## src/rtl/cpu_pkg.sv

```systemverilog
// cpu_pkg: shared sequencer state encoding, unit indices, opcode constants and IR field positions.
package cpu_pkg;

    typedef enum logic [2:0] {
        S_IDLE,
        S_FETCH,
        S_DECODE,
        S_DISPATCH,
        S_WAIT,
        S_ADVANCE,
        S_HALT
    } seq_state_t;

    localparam logic [1:0] UNIT_ALU  = 2'd0;
    localparam logic [1:0] UNIT_LDST = 2'd1;
    localparam logic [1:0] UNIT_BR   = 2'd2;
    localparam logic [1:0] UNIT_MOVE = 2'd3;

    localparam logic [3:0] OP_NOP  = 4'b0000;
    localparam logic [3:0] OP_HALT = 4'b1111;

    localparam int OP_MSB = 15;
    localparam int OP_LSB = 12;
    localparam int P1_MSB = 11;
    localparam int P1_LSB = 6;
    localparam int P2_MSB = 5;
    localparam int P2_LSB = 0;

    // One-hot unit select to binary index; input is guaranteed one-hot or zero.
    function automatic logic [1:0] unit_index(input logic [3:0] oh);
        return {oh[3] | oh[2], oh[3] | oh[1]};
    endfunction

endpackage

```

## src/rtl/instr_decode.sv

```systemverilog
// instr_decode: combinational opcode classifier.
//   opcode_i      : IR opcode field
//   is_nop_o      : opcode is NOP
//   is_halt_o     : opcode is HALT
//   unit_onehot_o : bit0 ALU (0001-0111), bit1 LDST (10xx), bit2 BRANCH (110x), bit3 MOVE (1110)
module instr_decode
    import cpu_pkg::*;
(
    input  logic [3:0] opcode_i,
    output logic       is_nop_o,
    output logic       is_halt_o,
    output logic [3:0] unit_onehot_o
);

    assign is_nop_o  = opcode_i == OP_NOP;
    assign is_halt_o = opcode_i == OP_HALT;
    assign unit_onehot_o = {
        opcode_i == 4'b1110,
        opcode_i[3:1] == 3'b110,
        opcode_i[3:2] == 2'b10,
        !opcode_i[3] && !is_nop_o
    };

endmodule

```

## src/rtl/instr_sequencer.sv

```systemverilog
// instr_sequencer: fetch/decode/dispatch sequencer that starts one execution unit at a time.
//   clk, reset        : clock, asynchronous active-high reset
//   run               : level enable, sampled in IDLE and ADVANCE
//   mem_rd/mem_rdata/mem_valid : program memory fetch at address pc
//   pc                : program counter, wraps modulo 2^PC_W
//   opCode/para1/para2: IR fields, stable from DECODE through ADVANCE
//   unit_start/unit_done : one-hot start pulse and per-unit done pulse
//   pc_load/pc_target : branch redirect, honoured only with unit_done[2]
//   busy/halted/fault : status; fault is sticky
// Build option SEQ_WATCHDOG_EN: WAIT longer than WDOG_CYCLES faults and halts.
module instr_sequencer
    import cpu_pkg::*;
#(
    parameter int PC_W        = 8,
    parameter int WDOG_CYCLES = 32
) (
    input  logic            clk,
    input  logic            reset,
    input  logic            run,
    output logic            mem_rd,
    input  logic [15:0]     mem_rdata,
    input  logic            mem_valid,
    output logic [PC_W-1:0] pc,
    output logic [3:0]      opCode,
    output logic [5:0]      para1,
    output logic [5:0]      para2,
    output logic [3:0]      unit_start,
    input  logic [3:0]      unit_done,
    input  logic            pc_load,
    input  logic [PC_W-1:0] pc_target,
    output logic            busy,
    output logic            halted,
    output logic            fault
);

    seq_state_t      state_q, state_d;
    logic [15:0]     ir_q;
    logic [PC_W-1:0] pc_q;
    logic [PC_W-1:0] br_tgt_q;
    logic            br_pend_q;
    logic [1:0]      idx_q;
    logic            mem_rd_q;
    logic            busy_q;
    logic            halted_q;
    logic [3:0]      unit_start_q;
    logic            is_nop;
    logic            is_halt;
    logic [3:0]      unit_oh;
    logic            done_sel;
    logic            wdog_trip;

    instr_decode u_decode (
        .opcode_i     (ir_q[OP_MSB:OP_LSB]),
        .is_nop_o     (is_nop),
        .is_halt_o    (is_halt),
        .unit_onehot_o(unit_oh)
    );

    // Only the dispatched unit's done counts; other done bits are ignored.
    assign done_sel = unit_done[idx_q];

`ifdef SEQ_WATCHDOG_EN
    localparam int WD_W = $clog2(WDOG_CYCLES + 1);
    logic [WD_W-1:0] wdog_q;
    logic            fault_q;

    // Counter is zero on WAIT entry; trips in the WDOG_CYCLES-th WAIT cycle.
    assign wdog_trip = state_q == S_WAIT && !done_sel && wdog_q == WD_W'(WDOG_CYCLES - 1);

    always_ff @(posedge clk or posedge reset) begin
        if (reset) begin
            wdog_q  <= '0;
            fault_q <= 1'b0;
        end else begin
            wdog_q  <= state_q == S_WAIT ? wdog_q + 1'b1 : '0;
            fault_q <= fault_q | wdog_trip;
        end
    end

    assign fault = fault_q;
`else
    assign wdog_trip = 1'b0;
    assign fault     = 1'b0;
`endif

    always_comb begin
        state_d = state_q;
        case (state_q)
            S_IDLE:     state_d = run ? S_FETCH : S_IDLE;
            S_FETCH:    state_d = mem_valid ? S_DECODE : S_FETCH;
            S_DECODE:   state_d = is_halt ? S_HALT : is_nop ? S_ADVANCE : S_DISPATCH;
            S_DISPATCH: state_d = S_WAIT;
            S_WAIT:     state_d = done_sel ? S_ADVANCE : wdog_trip ? S_HALT : S_WAIT;
            S_ADVANCE:  state_d = run ? S_FETCH : S_IDLE;
            S_HALT:     state_d = S_HALT;
            default:    state_d = S_IDLE;
        endcase
    end

    // Outputs are registered from the next state so they line up with state_q.
    always_ff @(posedge clk or posedge reset) begin
        if (reset) begin
            state_q      <= S_IDLE;
            ir_q         <= '0;
            pc_q         <= '0;
            br_tgt_q     <= '0;
            br_pend_q    <= 1'b0;
            idx_q        <= '0;
            mem_rd_q     <= 1'b0;
            busy_q       <= 1'b0;
            halted_q     <= 1'b0;
            unit_start_q <= '0;
        end else begin
            state_q      <= state_d;
            mem_rd_q     <= state_d == S_FETCH;
            busy_q       <= !(state_d inside {S_IDLE, S_HALT});
            halted_q     <= state_d == S_HALT;
            // DISPATCH is only entered from DECODE, where unit_oh is valid.
            unit_start_q <= state_d == S_DISPATCH ? unit_oh : '0;
            if (state_q == S_FETCH && mem_valid)
                ir_q <= mem_rdata;
            if (state_q == S_DECODE)
                idx_q <= unit_index(unit_oh);
            if (state_q == S_WAIT && done_sel && idx_q == UNIT_BR && pc_load) begin
                br_pend_q <= 1'b1;
                br_tgt_q  <= pc_target;
            end
            if (state_q == S_ADVANCE) begin
                pc_q      <= br_pend_q ? br_tgt_q : pc_q + PC_W'(1);
                br_pend_q <= 1'b0;
            end
        end
    end

    assign mem_rd     = mem_rd_q;
    assign pc         = pc_q;
    assign opCode     = ir_q[OP_MSB:OP_LSB];
    assign para1      = ir_q[P1_MSB:P1_LSB];
    assign para2      = ir_q[P2_MSB:P2_LSB];
    assign unit_start = unit_start_q;
    assign busy       = busy_q;
    assign halted     = halted_q;

endmodule

```

## config.mk

```make
export PLATFORM = sky130hd
export DESIGN_NAME = instr_sequencer
export DESIGN_NICKNAME = d
export VERILOG_FILES = /design/src/rtl/cpu_pkg.sv /design/src/rtl/instr_decode.sv /design/src/rtl/instr_sequencer.sv
export SDC_FILE = /design/constraint.sdc
export NUM_CORES = 1
export LEC_CHECK = 0
export CORE_ASPECT_RATIO = 0.9
export CORE_UTILIZATION = 35
export CTS_CLUSTER_DIAMETER = 100
export DETAILED_ROUTE_END_ITERATION = 6
export REMOVE_ABC_BUFFERS = 1
export SKIP_CTS_REPAIR_TIMING = 1
export SLEW_MARGIN = 20
export SYNTH_ARGS = -nofsm -noshare
export SYNTH_HDL_FRONTEND = slang
export SYNTH_SLANG_ARGS = --single-unit
```

## constraint.sdc

```tcl
create_clock -name clk -period 3.2 [get_ports clk]
set_input_delay 0.48 -clock clk [delete_from_list [all_inputs] [get_ports clk]]
set_output_delay 0.48 -clock clk [all_outputs]
set_load 0.02 [all_outputs]
```

==> impl_results.md <==
* Outcome: complete, no violations
* Crit Path Class: in2reg
* Synth top area cells: dfrtp_1 54%, mux2_1 9.2%, mux2_4 5.8%
* Fraction of registers with async set/reset at 100.0%
* RSZ-0062 raised after global routing: no
* Share of layout cells above drive strength 1 at 9.914%
* DR vias at 1514
* Worst R2R Start: state_q[2]
* Clk_skew at 8.609 ps
* Critical Path RT at 3380 ps
* Warnings, synthesis at 0
* Tightest Pin Transition at 939.9 ps
* Predominant post-synthesis flop cell: dfrtp_1
* Starting Density at 36.37%
* Die ar. at 0.006229 sq mm
* Fmax at 0.4471 GHz
* TritonCTS Buffers at 5
* Kind of end point of the critical path: register
* Bufs and invs on worst path at 1
* Nets at 265
* Critical Path AT at 2420 ps
* Sequential fraction of the synthesis area at 54.38%
* Largest net degree at the start of global routing at 46
* I/O pins at 65
* Initial antenna violation count at 0
* Synth top area share at 54.38%
* Final min period at 2237 ps
* Pwr/cell area at 918.2 mW/mm^2
* CP Launch Point: unit_done[3]
* DR WL/cell at 13.86 um
* First-pass GRT wire length at 7.245 mm
* Max_cap viols at 0
* Cells after Synth at 171
* Final setup fails at 0
* Distinct cells, synth at 44
* Final cell count without fillers at 302
* Clk buf depth at 2
* Total Wirelength at 4.185 mm
* Area delta synth->final at 36.80%
* Final HPWL DP at 2.865 mm
* Cell area after layout at 0.002833 sq mm
* CP startpoint kind: input port
* Vias in the first global route at 1460
* Antenna cells at 0
* Slew Limit Fails at 0
* Chip Width at 83.08 um
* Placed cell count at 294
* ANT nets after route at 0
* Worst-Skew Late Latency at 300 ps
* Maximum VDD drop at 0.5543 mV
* Hold Fails Final Rpt at 0
* CTS tree: built
* Initial DRC count at 76
* Fin Setup TNS at 0 ps
* Biggest area consumer among synthesized cells: dfrtp_1
* Clock slew at reported path FFs at 80 ps
* Port-buffer cells at 63
* Avg Inst Size Synth at 12.11 sq um
* DP Area at 0.002731 sq mm
* Min-delay worst type: reg2reg
* Root Driver: clkbuf_8
* H-tree depth at 2
* Die H at 74.97 um
* Crit path max-delay family: simple AND/OR/NAND/NOR gates
* CP Cell Sequence: clkdlybuf4s50_1 > mux2i_1 > a2111oi_4 > and4b_1 > mux2_4
* Row Count at 26
* Vias per inst at 5.013
* P_leak at 1.168 nW
* Part of the cycle the worst path needs at 69.89%
* Core Footprint at 0.005693 sq mm
* CP peak stage delay at 650 ps
* Residual DRC count at 0
* Worst Path Max Fanout at 9
* CTS Sinks at 45
* FF+latch count, synth at 45
* Tot GR Track Use at 15.00%
* 1st-pass router iterations at 4
* GP Congestion at 0.7603
* CP max-delay cell: and4b_1
* Hold Crit Start: ir_q[10]
* Post-Syn Area at 0.002071 sq mm
* Relative slew slack at 37.25%
* Global route overflow at 0
* Post-synth EDFFs at 0
==> cell usage after synthesis, types with 2 or more instances <==
master and instances:
a21oi_1 6, a22oi_1 2, and2_1 3, and3_1 5, buf_2 4, buf_4 2, clkbuf_1 3, dfrtp_1 45
inv_1 6, mux2_1 17, mux2_4 8, mux2i_1 3, nand2_1 6, nand2b_1 2, nand3_1 2, nand4_1 2
nand4b_1 2, nor2_1 9, nor2b_1 2, nor3_1 3, nor3b_1 2, nor4b_1 2, o21ai_1 12, o22ai_1 2
o2bb2ai_1 2
==> area by class of cell <==
class                   instances  area (sq um)
well taps                      70         87.58
repair buffers                 63         630.6
multi-input cells             109         860.8
flip-flops and latches         45          1126
clock buffers                   7         96.34
fillers                       518          2860
inverters                       7         26.28
clock inverters                 1         5.005
==> final timing paths <==
path                               end  slack (ps)  depth (start not counted)
max                        br_tgt_q[2]         960                          5
min                           ir_q[10]         490                          1
max reg2reg                br_tgt_q[2]        1090                          4
min reg2reg                   ir_q[10]         490                          1
max in group asynchronous  br_tgt_q[3]        1910                          2
min in group asynchronous   state_q[2]         710                          2
==> power breakdown <==
| part | switching (mW) | internal, mW | leakage [nW] | total, mW |
|---|---|---|---|---|
| combinational | 0.544 | 0.611 | 0.550 | 1.15 |
| clock | 0.186 | 0.195 | 0.0542 | 0.382 |
| sequential | 0.250 | 0.814 | 0.565 | 1.06 |
| total | 0.981 | 1.62 | 1.17 | 2.60 |
==> cells in the final DEF (no fill, tap or decap), drive strengths merged, types with 2 or more instances in the layout <==
master | synthesis | routed
a21oi | 6 | 6
a22oi | 2 | 2
and2 | 3 | 3
and3 | 5 | 5
clkbuf | 3 | 7
clkdlybuf4s50 | 0 | 63
dfrtp | 45 | 45
inv | 7 | 7
mux2 | 25 | 25
mux2i | 3 | 3
nand2 | 6 | 6
nand2b | 2 | 2
nand3 | 2 | 2
nand4 | 2 | 2
nand4b | 2 | 2
nor2 | 9 | 9
nor2b | 2 | 2
nor3 | 3 | 3
nor3b | 2 | 2
nor4b | 2 | 2
o21ai | 14 | 14
o22ai | 2 | 2
o2bb2ai | 2 | 2
==> registers in the layout (all words and copies together) (netlist names) <==
name / count
unit_start: 4
br_pend_q: 1
br_tgt_q: 8
mem_rd: 1
state_q: 3
halted: 1
ir_q: 16
pc: 8
busy: 1
idx_q: 2
==> logic make-up (layout without fill, tap and decap cells) <==
family	count (synthesis)	count (layout)	synth area share (%)
adders and majority gates	1	1	0.6041
buffers and inverters	17	78	4.048
AOI/OAI and AO/OA	34	34	11.96
other	1	1	0.1811
DFF	45	45	54.38
muxes	28	28	16.50
and+or+nand+nor	45	45	12.33
==> routing by layer <==
layer | up-vias | GRT usage [%] | part of all wire [%]
li1 | 734 | - | -
met5 | - | 0 | 0
met2 | 47 | 22.77 | 42
met3 | 5 | 4.715 | 6.6
met4 | 0 | 6.897 | 1.4
met1 | 728 | 19.94 | 50
==> per-stage QoR <==
step	hold WS, ps	setup slack (ps)	utilization, %	power (mW)
final	487.9	963.4	49.76	2.601
after floorplan	481.7	1286	-	1.708
after global placement	468.2	654.8	47.98	2.223
after CTS	492.9	955.3	49.76	2.630
after global routing	497.7	823.0	49.76	2.777
after detailed placement	474.6	638.5	47.98	2.232
No activity file was read; power rests on OpenSTA's default activity.
